File: src/rtl/unidade_controle_jogo_exp8_pkg.sv
// Shared definitions for the memory-game (Genius) control unit.
// Holds the state codes (also shown on the 7-segment debug display)
// and the Moore output decode.
// Optional feature macro: TIMEOUT_EN (player-move timeout path).
package unidade_controle_jogo_exp8_pkg;

  localparam int unsigned TIMER_W = 12;

  typedef enum logic [4:0] {
    INICIAL        = 5'h00,
    PREPARACAO     = 5'h01,
    INICIA_RODADA  = 5'h02,
    MOSTRA         = 5'h03,
    INTERVALO      = 5'h04,
    PROXIMO_MOSTRA = 5'h05,
    INICIA_JOGADAS = 5'h06,
    ESPERA_JOGADA  = 5'h07,
    REGISTRA       = 5'h08,
    COMPARACAO     = 5'h09,
    PROXIMA_JOGADA = 5'h0A,
    ULTIMA_RODADA  = 5'h0B,
    PROXIMA_RODADA = 5'h0C,
    FIM_GANHOU     = 5'h0D,
    FIM_PERDEU     = 5'h0E,
    FIM_TIMEOUT    = 5'h0F
  } estado_t;

  typedef struct packed {
    logic zeraE;
    logic contaE;
    logic zeraR;
    logic contaR;
    logic zeraRJ;
    logic registraRJ;
    logic mostra_mem;
    logic pronto;
    logic ganhou;
    logic perdeu;
    logic db_timeout;
  } saidas_t;

  // Moore output decode of a state code.
  function automatic saidas_t decodifica(input estado_t e);
    saidas_t s;
    s = '0;
    case (e)
      PREPARACAO: begin
        s.zeraE  = 1'b1;
        s.zeraR  = 1'b1;
        s.zeraRJ = 1'b1;
      end
      INICIA_RODADA:  s.zeraE      = 1'b1;
      MOSTRA:         s.mostra_mem = 1'b1;
      PROXIMO_MOSTRA: s.contaE     = 1'b1;
      INICIA_JOGADAS: begin
        s.zeraE  = 1'b1;
        s.zeraRJ = 1'b1;
      end
      REGISTRA:       s.registraRJ = 1'b1;
      PROXIMA_JOGADA: s.contaE     = 1'b1;
      PROXIMA_RODADA: s.contaR     = 1'b1;
      FIM_GANHOU: begin
        s.pronto = 1'b1;
        s.ganhou = 1'b1;
      end
      FIM_PERDEU: begin
        s.pronto = 1'b1;
        s.perdeu = 1'b1;
      end
      FIM_TIMEOUT: begin
        s.pronto = 1'b1;
        s.perdeu = 1'b1;
`ifdef TIMEOUT_EN
        s.db_timeout = 1'b1;
`endif
      end
      default: s = '0;
    endcase
    return s;
  endfunction

endpackage

File: src/rtl/unidade_controle_jogo_exp8_if.sv
// Signal bundle between the game control unit (master) and the
// datapath / top-level glue (slave).
interface unidade_controle_jogo_exp8_if;
  // start request and datapath status
  logic       iniciar;
  logic       jogada;
  logic       igual;
  logic       enderecoIgualRodada;
  logic       fimR;
  // datapath commands
  logic       zeraE;
  logic       contaE;
  logic       zeraR;
  logic       contaR;
  logic       zeraRJ;
  logic       registraRJ;
  logic       mostra_mem;
  // game result and debug
  logic       pronto;
  logic       ganhou;
  logic       perdeu;
  logic       db_timeout;
  logic [4:0] db_estado;

  modport master (
    input  iniciar, jogada, igual, enderecoIgualRodada, fimR,
    output zeraE, contaE, zeraR, contaR, zeraRJ, registraRJ, mostra_mem,
    output pronto, ganhou, perdeu, db_timeout, db_estado
  );

  modport slave (
    output iniciar, jogada, igual, enderecoIgualRodada, fimR,
    input  zeraE, contaE, zeraR, contaR, zeraRJ, registraRJ, mostra_mem,
    input  pronto, ganhou, perdeu, db_timeout, db_estado
  );
endinterface

File: src/rtl/unidade_controle_jogo_exp8_temporizador_jogo.sv
// Shared phase timer for the game FSM: counts while enabled, clears on
// request, and stops at the selected terminal value instead of wrapping.
module temporizador_jogo
  import unidade_controle_jogo_exp8_pkg::*;
(
  input  logic               clock,
  input  logic               reset,
  input  logic               zera,
  input  logic               conta,
  input  logic [TIMER_W-1:0] limite,
  output logic               fim
);

  logic [TIMER_W-1:0] valor;

  // Saturating up-counter with synchronous clear.
  always_ff @(posedge clock) begin
    if (reset || zera) begin
      valor <= '0;
    end else if (conta && (valor != limite)) begin
      valor <= valor + 1'b1;
    end
  end

  assign fim = (valor == limite);

endmodule

File: src/rtl/unidade_controle_jogo_exp8.sv
// Memory-game (Genius) control unit: Moore FSM sequencing the address
// and round counters, the LED show, the move register and the end flags.
// Optional feature macro: TIMEOUT_EN enables the per-move timeout that
// ends the game in fim_timeout; without it the FSM waits indefinitely.
module unidade_controle_jogo_exp8
  import unidade_controle_jogo_exp8_pkg::*;
#(
  parameter int unsigned MOSTRA_CICLOS  = 500,
  parameter int unsigned INTERV_CICLOS  = 250,
  parameter int unsigned TIMEOUT_CICLOS = 3000
) (
  input  logic                          clock,
  input  logic                          reset,
  unidade_controle_jogo_exp8_if.master  jogo
);

  localparam logic [TIMER_W-1:0] LIM_MOSTRA  = TIMER_W'(MOSTRA_CICLOS - 1);
  localparam logic [TIMER_W-1:0] LIM_INTERV  = TIMER_W'(INTERV_CICLOS - 1);
  localparam logic [TIMER_W-1:0] LIM_TIMEOUT = TIMER_W'(TIMEOUT_CICLOS - 1);

  estado_t            estado;
  estado_t            proximo;
  saidas_t            saidas;
  logic [TIMER_W-1:0] t_limite;
  logic               t_zera;
  logic               t_conta;
  logic               t_fim;

  temporizador_jogo u_temporizador (
    .clock  (clock),
    .reset  (reset),
    .zera   (t_zera),
    .conta  (t_conta),
    .limite (t_limite),
    .fim    (t_fim)
  );

  // Timer control: runs only in show/gap/wait, cleared everywhere else.
  // Leaving mostra clears it too, so intervalo starts from zero.
  always_comb begin
    t_limite = LIM_MOSTRA;
    t_conta  = 1'b0;
    t_zera   = 1'b1;
    case (estado)
      MOSTRA: begin
        t_limite = LIM_MOSTRA;
        t_conta  = 1'b1;
        t_zera   = t_fim;
      end
      INTERVALO: begin
        t_limite = LIM_INTERV;
        t_conta  = 1'b1;
        t_zera   = 1'b0;
      end
      ESPERA_JOGADA: begin
        t_limite = LIM_TIMEOUT;
        t_conta  = 1'b1;
        t_zera   = 1'b0;
      end
      default: ;
    endcase
  end

  // Next-state logic.
  always_comb begin
    proximo = estado;
    case (estado)
      INICIAL:        if (jogo.iniciar) proximo = PREPARACAO;
      PREPARACAO:     proximo = INICIA_RODADA;
      INICIA_RODADA:  proximo = MOSTRA;
      MOSTRA: begin
        if (t_fim) proximo = jogo.enderecoIgualRodada ? INICIA_JOGADAS : INTERVALO;
      end
      INTERVALO:      if (t_fim) proximo = PROXIMO_MOSTRA;
      PROXIMO_MOSTRA: proximo = MOSTRA;
      INICIA_JOGADAS: proximo = ESPERA_JOGADA;
      ESPERA_JOGADA: begin
        // a press in the expiry cycle still counts as a move
        if (jogo.jogada) proximo = REGISTRA;
`ifdef TIMEOUT_EN
        else if (t_fim) proximo = FIM_TIMEOUT;
`endif
      end
      REGISTRA:       proximo = COMPARACAO;
      COMPARACAO: begin
        if (!jogo.igual)                    proximo = FIM_PERDEU;
        else if (!jogo.enderecoIgualRodada) proximo = PROXIMA_JOGADA;
        else                                proximo = ULTIMA_RODADA;
      end
      PROXIMA_JOGADA: proximo = ESPERA_JOGADA;
      ULTIMA_RODADA:  proximo = jogo.fimR ? FIM_GANHOU : PROXIMA_RODADA;
      PROXIMA_RODADA: proximo = INICIA_RODADA;
      FIM_GANHOU, FIM_PERDEU, FIM_TIMEOUT: begin
        if (jogo.iniciar) proximo = PREPARACAO;
      end
      default:        proximo = INICIAL;
    endcase
  end

  // State register; outputs are registered from the next state so they
  // always match the decode of the state they accompany.
  always_ff @(posedge clock) begin
    if (reset) begin
      estado <= INICIAL;
      saidas <= decodifica(INICIAL);
    end else begin
      estado <= proximo;
      saidas <= decodifica(proximo);
    end
  end

  assign jogo.zeraE      = saidas.zeraE;
  assign jogo.contaE     = saidas.contaE;
  assign jogo.zeraR      = saidas.zeraR;
  assign jogo.contaR     = saidas.contaR;
  assign jogo.zeraRJ     = saidas.zeraRJ;
  assign jogo.registraRJ = saidas.registraRJ;
  assign jogo.mostra_mem = saidas.mostra_mem;
  assign jogo.pronto     = saidas.pronto;
  assign jogo.ganhou     = saidas.ganhou;
  assign jogo.perdeu     = saidas.perdeu;
  assign jogo.db_timeout = saidas.db_timeout;
  assign jogo.db_estado  = estado;

endmodule

File: src/flat_wrapper.sv
// flat-port wrapper written by rule: the top's interface ports become plain ports
module unidade_controle_jogo_exp8_flat import unidade_controle_jogo_exp8_pkg::*;
#(
  parameter int unsigned MOSTRA_CICLOS  = 500,
  parameter int unsigned INTERV_CICLOS  = 250,
  parameter int unsigned TIMEOUT_CICLOS = 3000
)
  (clock, reset, jogo_iniciar, jogo_jogada, jogo_igual, jogo_enderecoIgualRodada, jogo_fimR, jogo_zeraE, jogo_contaE, jogo_zeraR, jogo_contaR, jogo_zeraRJ, jogo_registraRJ, jogo_mostra_mem, jogo_pronto, jogo_ganhou, jogo_perdeu, jogo_db_timeout, jogo_db_estado);
  unidade_controle_jogo_exp8_if jogo_i ();
  input  logic clock;
  input  logic reset;
  input wire logic [$bits(jogo_i.iniciar)-1:0] jogo_iniciar;
  input wire logic [$bits(jogo_i.jogada)-1:0] jogo_jogada;
  input wire logic [$bits(jogo_i.igual)-1:0] jogo_igual;
  input wire logic [$bits(jogo_i.enderecoIgualRodada)-1:0] jogo_enderecoIgualRodada;
  input wire logic [$bits(jogo_i.fimR)-1:0] jogo_fimR;
  output wire logic [$bits(jogo_i.zeraE)-1:0] jogo_zeraE;
  output wire logic [$bits(jogo_i.contaE)-1:0] jogo_contaE;
  output wire logic [$bits(jogo_i.zeraR)-1:0] jogo_zeraR;
  output wire logic [$bits(jogo_i.contaR)-1:0] jogo_contaR;
  output wire logic [$bits(jogo_i.zeraRJ)-1:0] jogo_zeraRJ;
  output wire logic [$bits(jogo_i.registraRJ)-1:0] jogo_registraRJ;
  output wire logic [$bits(jogo_i.mostra_mem)-1:0] jogo_mostra_mem;
  output wire logic [$bits(jogo_i.pronto)-1:0] jogo_pronto;
  output wire logic [$bits(jogo_i.ganhou)-1:0] jogo_ganhou;
  output wire logic [$bits(jogo_i.perdeu)-1:0] jogo_perdeu;
  output wire logic [$bits(jogo_i.db_timeout)-1:0] jogo_db_timeout;
  output wire logic [$bits(jogo_i.db_estado)-1:0] jogo_db_estado;
  assign jogo_i.iniciar = jogo_iniciar;
  assign jogo_i.jogada = jogo_jogada;
  assign jogo_i.igual = jogo_igual;
  assign jogo_i.enderecoIgualRodada = jogo_enderecoIgualRodada;
  assign jogo_i.fimR = jogo_fimR;
  assign jogo_zeraE = jogo_i.zeraE;
  assign jogo_contaE = jogo_i.contaE;
  assign jogo_zeraR = jogo_i.zeraR;
  assign jogo_contaR = jogo_i.contaR;
  assign jogo_zeraRJ = jogo_i.zeraRJ;
  assign jogo_registraRJ = jogo_i.registraRJ;
  assign jogo_mostra_mem = jogo_i.mostra_mem;
  assign jogo_pronto = jogo_i.pronto;
  assign jogo_ganhou = jogo_i.ganhou;
  assign jogo_perdeu = jogo_i.perdeu;
  assign jogo_db_timeout = jogo_i.db_timeout;
  assign jogo_db_estado = jogo_i.db_estado;
  unidade_controle_jogo_exp8 #(.MOSTRA_CICLOS(MOSTRA_CICLOS), .INTERV_CICLOS(INTERV_CICLOS), .TIMEOUT_CICLOS(TIMEOUT_CICLOS)) u_core (.clock(clock), .reset(reset), .jogo(jogo_i));
endmodule
File: config.mk
export PLATFORM = sky130hd
export DESIGN_NAME = unidade_controle_jogo_exp8_flat
export DESIGN_NICKNAME = d
export VERILOG_FILES = /design/src/rtl/unidade_controle_jogo_exp8_pkg.sv /design/src/rtl/unidade_controle_jogo_exp8_if.sv /design/src/rtl/unidade_controle_jogo_exp8_temporizador_jogo.sv /design/src/rtl/unidade_controle_jogo_exp8.sv /design/src/flat_wrapper.sv
export SDC_FILE = /design/constraint.sdc
export NUM_CORES = 1
export LEC_CHECK = 0
export CORE_MARGIN = 2
export CORE_UTILIZATION = 53
export DETAILED_ROUTE_END_ITERATION = 16
export PLACE_DENSITY = 0.91
export SYNTH_ARGS = -nofsm -noshare
export SYNTH_HDL_FRONTEND = slang
export SYNTH_SLANG_ARGS = --single-unit
File: constraint.sdc
create_clock -name clock -period 2.4 [get_ports clock]
set_clock_uncertainty 0.05 [all_clocks]
set_input_delay 0.36 -clock clock [delete_from_list [all_inputs] [get_ports clock]]
set_output_delay 0.36 -clock clock [all_outputs]
set_load 0.01 [all_outputs]
==> metrics <==
status finished clean; Crit Path Max Fanout 15; Avg Synthesized Cell Area 8.38 um2; Bufs on Longest Clock Path 2; post-synth top area share 35.6%; via/cell ratio 6.14; global placer's final weighted congestion 0.877; CP arrival 2490 ps; Reg2Reg Setup Slack 150 ps; Synth async-reset ratio 0%; cells after synthesis 181; net switching power 180 uW; largest family of logic cells by synthesized area simple AND/OR/NAND/NOR gates; cells on worst reg2reg path 6; H-tree levels 1; final setup margin 146 ps; die area 3310 um2; Yosys cell types 50; HPWL after DPL 2520 um; Int Power 556 uW; Final Setup Violations 0; final hold violation count 0; Synth-to-Final Area Change 19.8%; Slew @ Worst Pin 580 ps; Pre-antenna DRT Iters 4; worst skew pair latency 340 ps; CTS buffer count 3; final antenna diode count 0; number of synthesized flops with an enable pin 0; Worst Hold Class reg2reg; Sequential Power Share 61.9%; headroom to the max-slew limit 60.3%; Fin Setup TNS 0 ps; starting density of the core 55.5%; largest area contributor in the netlist dfxtp_1; Synth Area in Compound Gates 19.2%; post-route antenna net violation count 0; Synth Area in Simple Gates 33.4%; total power 736 uW; Core ar. 2730 um2; # IOs 23; Post-Synth Adder-Cell Area 0.825%; Leak 0.655 nW; post-synthesis mux area share 0%; DR iter-0 viols 67; RR Endpoint u_core.jogo.zeraRJ; commonest non-fill, non-tap cell in the layout dfxtp_1; vias in the first global route 1384; maximum vdd ir drop 0.450 mV; share of cells above drive strength 1 10.8%; Worst setup endpoint u_core.jogo.zeraRJ; total gr overflow 0; Crit. End Element flip-flop; post-synth design cell area 1520 um2; CP Launch Type flip-flop; XOR/XNOR share of the synthesized area 5.78%; fmax 444 MHz; final WL 3440 um; Die Wd 57.5 um; CTS root buf clkbuf_4; kind of critical path reg2reg; synthesized flop and latch total 27; min Tclk post-route 2250 ps; Synth warnings 0; CTS tree yes; Hold WS 517 ps; Clk pwr share 28.9%; commonest cells after routing, fill and taps aside 27 x dfxtp_1, 22 x nor2_1, 21 x clkdlybuf4s50_1, 11 x nand4_1, 10 x a21oi_1; Total Nets Final 213; first-pass GRT wire length 5900 um; row count 19; die height 57.5 um; antenna violations before repair 0; worst r2r src u_core.u_temporizador.valor[1]; Power per Cell Area 405 nW/um2; pre-CTS setup slack 219 ps; Logic pwr share 9.2%; Final Max Tran Viols 0; Vias 1443; Critical Path Start u_core.u_temporizador.valor[1]; Avg WL per Cell 14.6 um; final core occ 66.5%; I/O Buffers 21; Worst EP required 2630 ps; Max-Cap Viols 0; switch share 24.5%; DRC Markers 0; final period utilization 93.9%; CTS Sinks 27; top_reg_cell synth dfxtp_1; Tot GR Track Use 22.3%; largest net degree at the start of global routing 19; Reg clk slew, reported paths 150 ps; sequential area share after synthesis 35.6%; Synth area leaders dfxtp_1 36%, nor2_1 5.4%, xor2_1 5.2%, nand4_1 4.5%, a21oi_1 3.3%
## kinds of logic (layout without fill, tap and decap cells)
family,Yosys count,after routing
simple gates,87,87
flops,27,27
compound gates,40,40
other cells,1,2
buf+inv,15,37
xor+xnor,10,10
fa+ha+maj,1,1
## flip-flops by register name, indices dropped and copies added, names as in the netlist
| signal | flops |
|---|---|
| u_core.jogo.contaE | 1 |
| u_core.jogo.contaR | 1 |
| u_core.jogo.db_estado | 5 |
| u_core.jogo.ganhou | 1 |
| u_core.jogo.mostra_mem | 1 |
| u_core.jogo.perdeu | 1 |
| u_core.jogo.pronto | 1 |
| u_core.jogo.registraRJ | 1 |
| u_core.jogo.zeraE | 1 |
| u_core.jogo.zeraR | 1 |
| u_core.jogo.zeraRJ | 1 |
| u_core.u_temporizador.valor | 12 |
## critical path, cell delays in order (launching register included)
cell      delay [ps]
dfxtp_1          400
or3b_1           400
nor4_2           320
o221ai_4         290
a211o_1          350
a21o_1           210
o22ai_1          170
## through the flow
stage	instance area, um2	std cells
finish	1820	235
global route	1820	235
CTS	1810	235
detailed placement	1770	231
global placement	1770	231
floorplan	1520	182
## synth_stat cells, drive strengths merged (2+ instances only)
master / instances
nor3: 7
o31a: 2
or2: 2
clkbuf: 5
nand2b: 4
nor2: 22
o21ai: 6
nor4: 2
inv: 3
and2: 4
nand2: 6
xor2: 9
nor2b: 3
a21o: 2
nand3b: 5
dfxtp: 27
a21oi: 10
and3b: 2
nor3b: 2
a211oi: 6
nand3: 9
o22ai: 3
o211ai: 2
and3: 3
nand4: 11
o221ai: 2
buf: 7
## cell type report
cell class / instances / area [um2]
Multi-Input combinational cell: 140 / 917
Fill cell: 213 / 917
Sequential cell: 27 / 541
Timing Repair Buffer: 30 / 278
Tap cell: 31 / 38.8
Clock buffer: 3 / 22.5
Inverter: 3 / 11.3
Clock inverter: 1 / 8.76
## power groups by stage
stage | logic [mW] | registers [mW] | clock network [mW]
finish | 0.0675 | 0.456 | 0.213
CTS | 0.0669 | 0.456 | 0.214
global route | 0.0715 | 0.457 | 0.230
global placement | 0.0648 | 0.466 | 0
detailed placement | 0.0665 | 0.466 | 0
floorplan | 0.0330 | 0.469 | 0
## how the worst min path moves through the flow
stage	slack [ps]	end	cells past startpoint	from
floorplan	380	u_core.jogo.db_estado[2]	1	reset
global placement	470	u_core.u_temporizador.valor[11]	2	u_core.u_temporizador.valor[11]
detailed placement	490	u_core.u_temporizador.valor[5]	2	u_core.u_temporizador.valor[5]
CTS	520	u_core.u_temporizador.valor[5]	2	u_core.u_temporizador.valor[5]
global route	570	u_core.u_temporizador.valor[5]	2	u_core.u_temporizador.valor[5]
finish	520	u_core.u_temporizador.valor[5]	2	u_core.u_temporizador.valor[5]
## layer usage
metal	global-route usage (%)	vias to the layer above	share of wire [%]	wire length [um]
met5	0	-	0	0
met4	9.63	0	3.1	105
met3	5.44	17	4.6	157
met2	37.3	51	50	1740
met1	27.1	667	42	1440
li1	-	708	-	-
## repair_timing
item,4_1_cts,5_1_grt
endpoints found under the setup margin,0,5
hold buffers,0,0
buffers inserted,0,0
resized for setup,0,1
No activity file was read; power rests on OpenSTA's default activity.
